==> src/rtl/addsub_seq_arbiter.sv <==
// Nibble-serial WIDTH-bit adder/subtractor shared by two requesters.
// Round-robin grant in IDLE, one 4-bit slice per RUN cycle, result held in DONE.
module addsub_seq_arbiter #(
    parameter int WIDTH = 16
) (
    input  logic             clk,
    input  logic             rst,
    input  logic             req0_valid,
    output logic             req0_ready,
    input  logic [WIDTH-1:0] req0_a,
    input  logic [WIDTH-1:0] req0_b,
    input  logic             req0_sub,
    input  logic             req1_valid,
    output logic             req1_ready,
    input  logic [WIDTH-1:0] req1_a,
    input  logic [WIDTH-1:0] req1_b,
    input  logic             req1_sub,
    output logic             res_valid,
    input  logic             res_ready,
    output logic [WIDTH-1:0] res_sum,
    output logic             res_cout,
    output logic             res_ovf,
    output logic             res_id
);
    localparam int NIB = WIDTH / 4;
    localparam int CW  = (NIB > 1) ? $clog2(NIB) : 1;

    typedef enum logic [1:0] {IDLE, RUN, DONE} state_t;

    state_t           state_q, state_d;
    logic [WIDTH-1:0] a_q, a_d, b_q, b_d, sum_q, sum_d;
    logic             sub_q, sub_d, id_q, id_d, carry_q, carry_d;
    logic             last_q, last_d;
    logic             res_valid_q, res_valid_d, cout_q, cout_d, ovf_q, ovf_d;
    logic [CW-1:0]    cnt_q, cnt_d;

    logic             grant0, grant1;
    logic [3:0]       a_nib, b_nib, low_sum;
    logic [4:0]       nib_sum;
    int               k;

    // last_q is the requester served most recently; the other one wins a tie
    assign grant0 = !rst && (state_q == IDLE) && req0_valid && (!req1_valid || last_q);
    assign grant1 = !rst && (state_q == IDLE) && req1_valid && (!req0_valid || !last_q);

    assign req0_ready = grant0;
    assign req1_ready = grant1;
    assign res_valid  = res_valid_q;
    assign res_sum    = sum_q;
    assign res_cout   = cout_q;
    assign res_ovf    = ovf_q;
    assign res_id     = id_q;

    always_comb begin
        k       = int'(cnt_q);
        a_nib   = a_q[4*k +: 4];
        b_nib   = b_q[4*k +: 4] ^ {4{sub_q}};
        nib_sum = {1'b0, a_nib} + {1'b0, b_nib} + {4'b0, carry_q};
        // bit 3 of low_sum is the carry into the nibble MSB, needed for overflow
        low_sum = {1'b0, a_nib[2:0]} + {1'b0, b_nib[2:0]} + {3'b0, carry_q};

        state_d     = state_q;
        a_d         = a_q;
        b_d         = b_q;
        sub_d       = sub_q;
        id_d        = id_q;
        carry_d     = carry_q;
        cnt_d       = cnt_q;
        sum_d       = sum_q;
        last_d      = last_q;
        res_valid_d = res_valid_q;
        cout_d      = cout_q;
        ovf_d       = ovf_q;

        case (state_q)
            IDLE: begin
                if (grant0 || grant1) begin
                    a_d     = grant1 ? req1_a : req0_a;
                    b_d     = grant1 ? req1_b : req0_b;
                    sub_d   = grant1 ? req1_sub : req0_sub;
                    id_d    = grant1;
                    carry_d = grant1 ? req1_sub : req0_sub;
                    cnt_d   = '0;
                    sum_d   = '0;
                    state_d = RUN;
                end
            end
            RUN: begin
                sum_d[4*k +: 4] = nib_sum[3:0];
                carry_d         = nib_sum[4];
                if (cnt_q == CW'(NIB - 1)) begin
                    cout_d      = nib_sum[4];
                    ovf_d       = low_sum[3] ^ nib_sum[4];
                    res_valid_d = 1'b1;
                    state_d     = DONE;
                end else begin
                    cnt_d = cnt_q + 1'b1;
                end
            end
            DONE: begin
                if (res_ready) begin
                    res_valid_d = 1'b0;
                    last_d      = id_q;
                    state_d     = IDLE;
                end
            end
            default: state_d = IDLE;
        endcase
    end

    always_ff @(posedge clk) begin
        if (rst) begin
            state_q     <= IDLE;
            a_q         <= '0;
            b_q         <= '0;
            sub_q       <= 1'b0;
            id_q        <= 1'b0;
            carry_q     <= 1'b0;
            cnt_q       <= '0;
            sum_q       <= '0;
            last_q      <= 1'b1;
            res_valid_q <= 1'b0;
            cout_q      <= 1'b0;
            ovf_q       <= 1'b0;
        end else begin
            state_q     <= state_d;
            a_q         <= a_d;
            b_q         <= b_d;
            sub_q       <= sub_d;
            id_q        <= id_d;
            carry_q     <= carry_d;
            cnt_q       <= cnt_d;
            sum_q       <= sum_d;
            last_q      <= last_d;
            res_valid_q <= res_valid_d;
            cout_q      <= cout_d;
            ovf_q       <= ovf_d;
        end
    end
endmodule

==> config.mk <==
export PLATFORM = sky130hd
export DESIGN_NAME = addsub_seq_arbiter
export DESIGN_NICKNAME = d
export VERILOG_FILES = /design/src/rtl/addsub_seq_arbiter.sv
export SDC_FILE = /design/constraint.sdc
export NUM_CORES = 1
export LEC_CHECK = 0
export ABC_AREA = 1
export BUFFER_PORTS_ARGS = -buffer_cell sky130_fd_sc_hd__buf_2
export CAP_MARGIN = 20
export CORE_MARGIN = 4
export CORE_UTILIZATION = 55
export DETAILED_ROUTE_END_ITERATION = 10
export PLACE_DENSITY = 0.85
export RECOVER_POWER = 100
export SETUP_SLACK_MARGIN = 0.2
export SYNTH_ARGS = -nofsm -noshare
export SYNTH_HDL_FRONTEND = slang
export SYNTH_SLANG_ARGS = --single-unit
==> constraint.sdc <==
create_clock -name clk -period 3.9 [get_ports clk]
set_input_delay 0.975 -clock clk [delete_from_list [all_inputs] [get_ports clk]]
set_output_delay 0.975 -clock clk [all_outputs]
set_load 0.02 [all_outputs]
Word level (Yosys, flattened, before mapping)
Cells that the tools add are included.
- input bits: 71
- register bits after elaboration: 59
- word-level logic and storage cells: 71
- output and inout bits: 22
- shift-type cells: 4
- add/sub/neg operators: 6
- equal/unequal tests: 7
- bitwise gates (word level): 2
- reduce and logical (&&, ||, !) cells: 22
- muxes and demuxes: 18
- operator list (operator ; count):
    $mux W16 ; 3
    $neg A4 Y33 ; 1
    $shift A4 B33 Y16 const A ; 1
    $shiftx A4 B33 Y16 ; 1
    $pmux W16 S2 ; 1
    $shiftx A16 B5 Y4 ; 2
    $bwmux W16 ; 1
    $mux W2 ; 5
    $reduce_and A3 Y1 ; 3
    $reduce_and A2 Y1 ; 4
    $ne A2 B2 Y1 const B ; 3
    $pmux W2 S3 ; 1
    $add A4 B4 Y5 ; 1
    $add A5 B1 Y5 ; 1
    $logic_and A1 B1 Y1 ; 5
    $add A3 B3 Y4 ; 1
    $add A4 B1 Y4 ; 1
    $eq A2 B2 Y1 const B ; 2
    $logic_not A1 Y1 ; 4
    $mux W1 ; 4
    $pmux W1 S2 ; 2
    $pmux W2 S2 ; 1
    $reduce_bool A2 Y1 ; 2
    $xor A4 B4 Y4 ; 1
    6 further kinds ; 8

Longest topological paths before layout
- depth after elaboration: 7
- mapped depth: 13
- depth with buffers taken out: 12

Least setup slack after synthesis
No wires, ideal clock.
- kind: input-to-output
- start point: in req0_valid
- end point: out req1_ready
- slack: 1287 ps
- arrival time: 1638 ps
- cell stages on the path: 4
- buffers on the path: 1
- required time: 2925 ps
- cells stage by stage: nand2_1 -> nand2_1 -> nor2_8 -> buf_2
- cells in the longest elaborated chain, start to end: 3
- ends and longest elaborated chain (element ; line ; text):
    start: declaration ; 8 ; input logic req0_valid,
    $logic_not A1 Y1 ; 44 ; assign grant1 = !rst && (state_q == IDLE) && req1_valid && (!req0_valid || !last_q);
    $logic_or A1 B1 Y1 ; 44 ;
    $logic_and A1 B1 Y1 ; 44 ;
    end: declaration ; 14 ; output logic req1_ready,
Every way passes these cells.

Worst setup path after layout
- start point: in rst
- end point: out req1_ready
- cells in the longest elaborated chain, start to end: 4
- ends and longest elaborated chain (element ; line ; text):
    start: declaration ; 7 ; input logic rst,
    $logic_not A1 Y1 ; 44 ;
    $logic_and A1 B1 Y1 (3 in a row) ; 44 ;
Every way passes these cells.

==> flow_metrics.env <==
export IMPL_status="complete, no violations"
export IMPL_synth_compound_area_share_pct=26.7
export IMPL_ir_drop_v=0.000258
export IMPL_reg2reg_slack_ns=0.94
export IMPL_ys_seq_area_share_pct=39.8
export IMPL_finalSetupViolCount=0
export IMPL_gp_congestion=0.863
export IMPL_synth_top_family_by_area="compound AO/OA/AOI/OAI gates"
export IMPL_synthAdderAreaFrac_pct=4.73
export IMPL_rsz0062_at_grt="false"
export IMPL_max_cap_violations=0
export IMPL_cp_max_fo=40
export IMPL_postRouteAntennaNets=0
export IMPL_p_clk_share_pct=34.8
export IMPL_required_ns=2.92
export IMPL_fmax_ghz=0.290
export IMPL_min_to="res_valid$_SDFFE_PP0P_"
export IMPL_cts_tree="done"
export IMPL_syn_to_final_growth_pct=19.3
export IMPL_start_util_pct=57.3
export IMPL_syn_nets=483
export IMPL_hold_violations=0
export IMPL_ctsHoldBuffers=0
export IMPL_antenna_found_initial=0
export IMPL_layout_min_cycle_time_ns=3.45
export IMPL_grt_max_degree=41
export IMPL_cts_buffers_inserted=9
export IMPL_hp_class="flip-flop to flip-flop"
export IMPL_firstDrtPassIters=4
export IMPL_tightest_slew_ns=1.23
export IMPL_crit_path_end_kind="output pin"
export IMPL_fin_area_um2=3540
export IMPL_critPathKind="input pin to output pin"
export IMPL_dr_wl_met2_um=3260
export IMPL_fp_row_count=26
export IMPL_r2r_end="res_sum[6]$_SDFFE_PP0P_"
export IMPL_crit_path_start_kind="input pin"
export IMPL_cts_max_level=3
export IMPL_chipHeight_um=81.4
export IMPL_syn_inst=402
export IMPL_post_cts_repair_setup_buffers=0
export IMPL_drt_iter0_drc=154
export IMPL_fp_dieW_um=81.4
export IMPL_skew_ns=0.00433
export IMPL_dp_hpwl_um=5230
export IMPL_min_delay_start="res_valid$_SDFFE_PP0P_"
export IMPL_io_pins=93
export IMPL_die_area_um2=6630
export IMPL_ys_flop_type="dfxtp_1"
export IMPL_synth_simple_area_share_pct=20.4
export IMPL_clock_sinks=59
export IMPL_finalMaxSlewViolations=0
export IMPL_synth_edf_count=0
export IMPL_final_period_utilization_pct=88.5
export IMPL_grt_pass1_wl_um=12000
export IMPL_grtUsageTotal_pct=23.2
export IMPL_vias_per_cell=5.32
export IMPL_synth_seq_cells=59
export IMPL_final_fill_count=467
export IMPL_yosysWarnings=0
export IMPL_ys_types=29
export IMPL_ys_async_sr_fraction_pct=0
export IMPL_setup_tns_ns=0
export IMPL_drive_gt1_share_pct=20.2
export IMPL_p_per_area_nw_per_um2=410
export IMPL_regArea_um2=1180
export IMPL_p_switching_uw=428
export IMPL_met1Wirelength_um=3330
export IMPL_met3WireLength_um=531
export IMPL_min_path_cells=2
export IMPL_muxShareOfSynthArea_pct=0
export IMPL_drt_wl_total_um=7270
export IMPL_reg2reg_depth=13
export IMPL_relSlewSlack_pct=18.2
export IMPL_vias=2980
export IMPL_p_leak_nw=1.49
export IMPL_swShare_pct=29.5
export IMPL_core_area_um2=5170
export IMPL_antenna_diode_count=0
export IMPL_place_area_um2=3420
export IMPL_top_layer_used="met4"
export IMPL_r2r_start="cnt_q[0]$_SDFFE_PP0P_"
export IMPL_post_synth_cell_area_avg_um2=7.38
export IMPL_multi_input_area_um2=1540
export IMPL_grt_overflow=0
export IMPL_cts_root_buf="clkbuf_8"
export IMPL_clockBufferDepth=2
export IMPL_synth_xor_area_share_pct=1.48
export IMPL_seqPwrFrac_pct=45.6
export IMPL_synthesis_area_um2=2970
export IMPL_drc_errors=0
export IMPL_clk_latency_ns=0.34
export IMPL_fin_util_pct=68.4
export IMPL_cts_resized=0
export IMPL_fin_nets=567
export IMPL_arrival_ns=2.48
export IMPL_port_buffer_count=92
export IMPL_path_clk_slew_ns=0.06
export IMPL_p_int_mw=1.02
export IMPL_comb_power_share_pct=19.7
export IMPL_avgRoutedWirePerCell_um=13.0
export IMPL_first_global_vias=2717
power by group through the flow:
stage	clock network, mW	logic [mW]	registers, mW
2_1_floorplan	0	0.202	0.673
3_5_place_dp	0	0.288	0.672
5_1_grt	0.537	0.325	0.664
6_report	0.504	0.285	0.661
4_1_cts	0.514	0.290	0.660
3_3_place_gp	0	0.282	0.672
worst max-delay path, cell delays in order:
cell,delay [ns]
buf_2,0.22
inv_2,0.43
nand3_1,0.38
nor2_8,0.17
clkbuf_1,0.30
worst max path at each step:
stage | start | to | slack [ns] | cells after the start
after floorplan | req0_valid | req1_ready | 1.29 | 4
after global placement | rst | req0_ready | 0.73 | 5
final | rst | req1_ready | 0.45 | 5
after CTS | rst | req0_ready | 0.70 | 5
after global routing | rst | req1_ready | 0.30 | 5
after detailed placement | rst | req0_ready | 0.69 | 5
placed cells by master, fill, tap and decap left out:
cell type / count
nor2_4: 3
o21a_1: 1
clkbuf_2: 2
ha_1: 8
a32o_1: 1
buf_2: 71
clkinv_1: 1
o22ai_1: 7
inv_1: 16
fa_1: 2
dfxtp_1: 59
inv_2: 4
clkinv_2: 2
o21bai_1: 1
o21ai_1: 5
a21oi_1: 86
clkbuf_8: 12
clkbuf_1: 22
nand3_1: 25
xor2_1: 5
nor3_1: 5
o211ai_1: 1
nand4_1: 2
buf_4: 3
nor2_1: 28
a211oi_1: 1
nor2_8: 1
nand2_1: 68
o21ai_0: 47
a21oi_2: 1
cell families (layout without fill, tap and decap cells):
logic type      Yosys count  count (layout)
compound gates          151             151
xor+xnor                  5               5
fa+ha+maj                10              10
buf+inv                  45             133
flops                    59              59
simple gates            132             132
state kept, by name (all words and copies together) (netlist names):
| name | flops |
|---|---|
| b_q | 16 |
| last_q | 1 |
| res_cout | 1 |
| res_sum | 16 |
| state_q | 2 |
| carry_q | 1 |
| sub_q | 1 |
| res_ovf | 1 |
| res_id | 1 |
| a_q | 16 |
| cnt_q | 2 |
| res_valid | 1 |
cells in the mapped netlist (2+ instances only):
library cell   n  area share, %
a21oi_1       86             15
nand2_1       68            8.6
dfxtp_1       59             40
o21ai_0       47            7.9
nor2_1        28            3.5
nand3_1       21            3.5
inv_1         16            2.0
buf_2         11            1.9
clkbuf_1      10            1.3
ha_1           8            3.4
o22ai_1        7            1.5
nor3_1         5           0.84
o21ai_1        5           0.84
xor2_1         5            1.5
inv_2          4           0.51
buf_6          3            1.1
nand3_2        3            1.0
nor2_4         3            1.1
fa_1           2            1.4
nand4_1        2           0.42
per-stage QoR:
| step | cells | total power, mW | hold WS [ns] | worst slack [ns] |
|---|---|---|---|---|
| floorplan | 402 | 0.875 | 0.488 | 1.29 |
| global placement | 545 | 0.954 | 0.441 | 0.729 |
| detailed placement | 545 | 0.961 | 0.458 | 0.691 |
| CTS | 560 | 1.46 | 0.468 | 0.700 |
| global route | 560 | 1.53 | 0.493 | 0.300 |
| finish | 560 | 1.45 | 0.467 | 0.448 |
metal layers:
layer | vias to the layer above | GRT usage [%]
met4 | 0 | 12.5
li1 | 1538 | -
met3 | 17 | 4.71
met2 | 103 | 37.4
met5 | - | 0
met1 | 1322 | 29.1
area by class of cell:
| type | instances | share of cell area, % |
|---|---|---|
| clock buffers | 13 | 4.78 |
| clock inverters | 2 | 0.283 |
| inverters | 21 | 2.23 |
| multi-input cells | 298 | 43.7 |
| flip-flops and latches | 59 | 33.4 |
| well taps | 70 | 2.48 |
| repair buffers | 97 | 13.2 |
No activity file was read; power rests on OpenSTA's default activity.
